$ cat src/rtl/serial_adder_ctrl_if.sv
// serial_adder_ctrl_if: operand/result valid-ready bundle for the serial adder
interface serial_adder_ctrl_if #(parameter int WIDTH = 8);
  logic             in_valid;
  logic             in_ready;
  logic [WIDTH-1:0] A;
  logic [WIDTH-1:0] B;
  logic             Cin;
  logic             out_valid;
  logic             out_ready;
  logic [WIDTH-1:0] S;
  logic             Cout;
  logic             busy;
  modport master (
    output in_valid, A, B, Cin, out_ready,
    input  in_ready, out_valid, S, Cout, busy
  );
  modport slave (
    input  in_valid, A, B, Cin, out_ready,
    output in_ready, out_valid, S, Cout, busy
  );
endinterface

$ cat src/rtl/serial_adder_ctrl.sv
// serial_adder_ctrl: WIDTH-bit adder that reuses one full adder, LSB first, one bit per clock
module full_adder (
  input  logic A,
  input  logic B,
  input  logic Cin,
  output logic S,
  output logic Cout
);
  assign S    = A ^ B ^ Cin;
  assign Cout = (A & B) | (Cin & (A ^ B));
endmodule

module serial_adder_ctrl #(
  parameter int WIDTH = 8
) (
  input logic               clk,
  input logic               rst_n,
  serial_adder_ctrl_if.slave bus
);
  localparam int CW = (WIDTH > 1) ? $clog2(WIDTH) : 1;
  localparam logic [CW-1:0] LAST = CW'(WIDTH - 1);
  localparam logic [1:0] IDLE = 2'd0;
  localparam logic [1:0] RUN  = 2'd1;
  localparam logic [1:0] DONE = 2'd2;
  logic [1:0]       r_state;
  logic [WIDTH-1:0] r_a;
  logic [WIDTH-1:0] r_b;
  logic [WIDTH-1:0] r_s;
  logic [CW-1:0]    r_cnt;
  logic             r_carry;
  logic             r_cout;
  logic             w_s;
  logic             w_co;
  full_adder u_fa (
    .A    (r_a[0]),
    .B    (r_b[0]),
    .Cin  (r_carry),
    .S    (w_s),
    .Cout (w_co)
  );
  // accept operands, step one bit per edge in RUN, hold result until consumed
  always_ff @(posedge clk or negedge rst_n) begin
    if (!rst_n) begin
      r_state <= IDLE;
      r_a     <= '0;
      r_b     <= '0;
      r_s     <= '0;
      r_cnt   <= '0;
      r_carry <= 1'b0;
      r_cout  <= 1'b0;
    end else begin
      case (r_state)
        IDLE: if (bus.in_valid) begin
          r_state <= RUN;
          r_a     <= bus.A;
          r_b     <= bus.B;
          r_carry <= bus.Cin;
          r_cnt   <= '0;
        end
        RUN: begin
          r_s[r_cnt] <= w_s;
          r_carry    <= w_co;
          r_a        <= r_a >> 1;
          r_b        <= r_b >> 1;
          if (r_cnt == LAST) begin
            r_cout  <= w_co;
            r_state <= DONE;
          end else begin
            r_cnt <= r_cnt + 1'b1;
          end
        end
        DONE: if (bus.out_ready) r_state <= IDLE;
        default: r_state <= IDLE;
      endcase
    end
  end
  assign bus.in_ready  = (r_state == IDLE);
  assign bus.out_valid = (r_state == DONE);
  assign bus.busy      = (r_state != IDLE);
  assign bus.S         = r_s;
  assign bus.Cout      = r_cout;
endmodule

$ cat src/flat_wrapper.sv
// flat-port wrapper written by rule: the top's interface ports become plain ports
module serial_adder_ctrl_flat 
#(
  parameter int WIDTH = 8
)
  (clk, rst_n, bus_in_valid, bus_A, bus_B, bus_Cin, bus_out_ready, bus_in_ready, bus_out_valid, bus_S, bus_Cout, bus_busy);
  serial_adder_ctrl_if #(.WIDTH(WIDTH)) bus_i ();
  input logic clk;
  input logic rst_n;
  input wire logic [$bits(bus_i.in_valid)-1:0] bus_in_valid;
  input wire logic [$bits(bus_i.A)-1:0] bus_A;
  input wire logic [$bits(bus_i.B)-1:0] bus_B;
  input wire logic [$bits(bus_i.Cin)-1:0] bus_Cin;
  input wire logic [$bits(bus_i.out_ready)-1:0] bus_out_ready;
  output wire logic [$bits(bus_i.in_ready)-1:0] bus_in_ready;
  output wire logic [$bits(bus_i.out_valid)-1:0] bus_out_valid;
  output wire logic [$bits(bus_i.S)-1:0] bus_S;
  output wire logic [$bits(bus_i.Cout)-1:0] bus_Cout;
  output wire logic [$bits(bus_i.busy)-1:0] bus_busy;
  assign bus_i.in_valid = bus_in_valid;
  assign bus_i.A = bus_A;
  assign bus_i.B = bus_B;
  assign bus_i.Cin = bus_Cin;
  assign bus_i.out_ready = bus_out_ready;
  assign bus_in_ready = bus_i.in_ready;
  assign bus_out_valid = bus_i.out_valid;
  assign bus_S = bus_i.S;
  assign bus_Cout = bus_i.Cout;
  assign bus_busy = bus_i.busy;
  serial_adder_ctrl #(.WIDTH(WIDTH)) u_core (.clk(clk), .rst_n(rst_n), .bus(bus_i));
endmodule
$ cat config.mk
export PLATFORM = sky130hd
export DESIGN_NAME = serial_adder_ctrl_flat
export DESIGN_NICKNAME = d
export VERILOG_FILES = /design/src/rtl/serial_adder_ctrl_if.sv /design/src/rtl/serial_adder_ctrl.sv /design/src/flat_wrapper.sv
export SDC_FILE = /design/constraint.sdc
export NUM_CORES = 1
export LEC_CHECK = 0
export CAP_MARGIN = 30
export CORE_ASPECT_RATIO = 0.6
export CORE_MARGIN = 4
export CORE_UTILIZATION = 45
export CTS_BUF_LIST = sky130_fd_sc_hd__clkbuf_4 sky130_fd_sc_hd__clkbuf_8
export DETAILED_ROUTE_END_ITERATION = 8
export PLACE_DENSITY = 0.73
export SKIP_CTS_REPAIR_TIMING = 1
export SLEW_MARGIN = 0
export SYNTH_ARGS = -nofsm -noshare
export SYNTH_HDL_FRONTEND = slang
export SYNTH_SLANG_ARGS = --single-unit
$ cat constraint.sdc
create_clock -name clk -period 1.89 [get_ports clk]
set_input_delay 0.378 -clock clk [delete_from_list [all_inputs] [get_ports clk]]
set_output_delay 0.378 -clock clk [all_outputs]
set_load 0.01 [all_outputs]
==> results.toml <==
[run_status]
status = "finished, final reports clean"

[floorplanning]
core_area_um2 = 2980
dieArea_um2 = 4250
io_pins = 33
rows = 15
die_x_um = 81.5
die_y_um = 52.1
start_util = 0.489

[worst_setup_path]
cp-startpoint = "u_core.r_state[1]$_DFFE_PN0P_"
crit_type = "register to output pin"
arrival_ns = 1.43
critPathLaunchType = "register"
crit_fanout = 9
r2r-start = "u_core.r_cnt[1]$_DFFE_PN0P_"
end_kind = "output pin"
critPathRequiredTime_ns = 1.51
r2r_cells = 5
regToRegSetupSlack_ns = 0.29

[global_route]
first_global_vias = 1138
grt_pass1_wl_mm = 5.15
grt-ovfl-total = 0
antenna_found_initial = 0
grtUsageTotal = 0.164
grt_max_degree = 32

[detailed_routing]
dr.pass1.iters = 4
drc_errors = 0
finalWirelength_mm = 2.96
antenna_left = 0
vias = 1076
vias_per_cell = 5.00
wl_per_cell_um = 13.8
drt_iter0_drc = 61

[yosys]
ys_seq_elements = 31
synth_nets = 155
syn_area_um2 = 1460
synth_top_cell_by_area = "dfrtp_1"
seq_area_frac_synth = 0.532
postSynthAreaPerCell_um2 = 11.1
ys_types = 23
synth_top_area_frac = 0.532
yosysWarnings = 0
syn_inst = 131
synthTopCellsByArea = "dfrtp_1 (53%), mux2i_1 (12%), o21ai_0 (6.2%), mux2_2 (5.4%), nand2_1 (5.4%)"

[cells_and_area]
multi_input_area_um2 = 636
layout.nets = 196
syn_to_final_growth_pct = 35.8
seq_area_um2 = 778
drive_gt1_frac = 0.168
antenna_cells = 0
fill_cells = 243
post-route-cell-area_um2 = 1980

[power_and_ir_drop]
p_sw_mw = 1.08
p_per_area_nw_per_um2 = 1600
leakagePower_nw = 0.933
clkPwrFrac = 0.181
power.share.sequential = 0.371
ir_drop_uv = 840
internal_power_mw = 2.09
share_comb_of_total_power = 0.448
swShare = 0.341

[placement]
post-dp-hpwl_mm = 2.13
dpl_cell_area_um2 = 1850
gp_congestion = 0.731
port_buffers = 32

[timing]
tightest_slew_ns = 0.475
max-slew-margin-rel = 0.683
setup_violations = 0
period_share = 0.955
hold_viol = 0
tns_ns = 0
max_freq_ghz = 0.554
worst_hold_slack_ns = 0.484
fin_worst_skew_ns = 0.00480
grt_setup_unrepaired = "false"
slew_viol_final = 0
min_period_ns = 1.80

[min_path]
hold_depth = 2
min-delay-start = "u_core.r_b[6]$_DFFE_PN0P_"
min_path_type = "register to register"

[cts]
cts_root_buf = "clkbuf_8"
cts.clk_slew.worst_paths_ns = 0.06
h-tree-depth = 2
insertion_delay_ns = 0.28
cts.path.max_buffers = 2
clock-sinks = 31
cts_tree = "yes"
cts_buffers = 5

[job]
drv_cap = 0
==> power by group through the flow <==
stage / clock (mW) / combinational [mW] / sequential, mW
6_report: 0.573 / 1.42 / 1.18
5_1_grt: 0.629 / 1.58 / 1.22
4_1_cts: 0.596 / 1.41 / 1.18
3_5_place_dp: 0 / 1.40 / 1.18
3_3_place_gp: 0 / 1.36 / 1.16
2_1_floorplan: 0 / 0.824 / 1.19
==> flip-flops by register name, indices dropped and copies added, names as in the netlist <==
register	flops
u_core.bus.Cout	1
u_core.r_b	8
u_core.bus.S	8
u_core.r_a	8
u_core.r_carry	1
u_core.r_cnt	3
u_core.r_state	2
==> cells in the mapped netlist (all sizes together) <==
cell type and instances:
nor3b 1, a21oi 3, ha 2, mux2i 17, dfrtp 31, nand2b 3
inv 4, clkbuf 3, mux2 10, nor2 2, buf 3, o21bai 1
nor2b 4, nand3 4, fa 1, nand2 21, nand4 3, o21ai 18
==> stage by stage <==
stage          worst slack (ns)  power [mW]  cells   util
3_3_place_gp              0.266        2.52    205  0.621
2_1_floorplan             0.254        2.01    131      -
4_1_cts                 -0.0499        3.18    213  0.656
3_5_place_dp              0.236        2.58    205  0.621
6_report                 0.0850        3.17    215  0.664
5_1_grt                  0.0208        3.42    215  0.664
==> per-layer routing <==
metal  wire length (um)  GRT usage
met5                  0          0
met4                 35     0.0590
met3                176     0.0536
met2               1350      0.255
met1               1410      0.214
==> layout make-up <==
cell class / count / area share
clock buffers: 8 / 0.0524
flip-flops and latches: 31 / 0.393
repair buffers: 40 / 0.200
well taps: 42 / 0.0265
inverters: 4 / 0.00758
multi-input cells: 90 / 0.321
==> cell usage in the layout (no fill, tap or decap), types with 2 or more instances in the layout <==
master	netlist	layout
clkdlybuf4s50_1	0	31
dfrtp_1	31	29
nand2_1	21	21
o21ai_0	18	18
mux2i_1	17	17
mux2_2	7	7
clkbuf_8	0	7
buf_4	1	7
inv_1	4	4
nand3_1	4	4
nand2b_1	3	3
nand4_1	3	3
mux2_1	3	3
nor2b_1	3	3
a21oi_1	2	2
ha_1	2	2
dfrtp_2	0	2
==> worst max-delay path: stages, from the launching register on <==
cell	delay, ns
dfrtp_2	0.49
nor2_2	0.12
clkdlybuf4s50_1	0.54
==> final timing paths <==
path,endpoint
max,bus_in_ready
min reg2reg,u_core.r_b[6]$_DFFE_PN0P_
max in group asynchronous,u_core.r_state[0]$_DFFE_PN0P_
max reg2reg,u_core.r_cnt[0]$_DFFE_PN0P_
min in group asynchronous,u_core.r_state[1]$_DFFE_PN0P_
min,u_core.r_b[6]$_DFFE_PN0P_
==> cells by family after synthesis <==
group / share of synthesized area
AND/OR/NAND/NOR: 0.130
flip-flops: 0.532
multiplexers: 0.194
AO/OA/AOI/OAI: 0.0798
buffers and inverters: 0.0343
adder cells (fa/ha/maj): 0.0309
(Power assumes the default switching activity.)
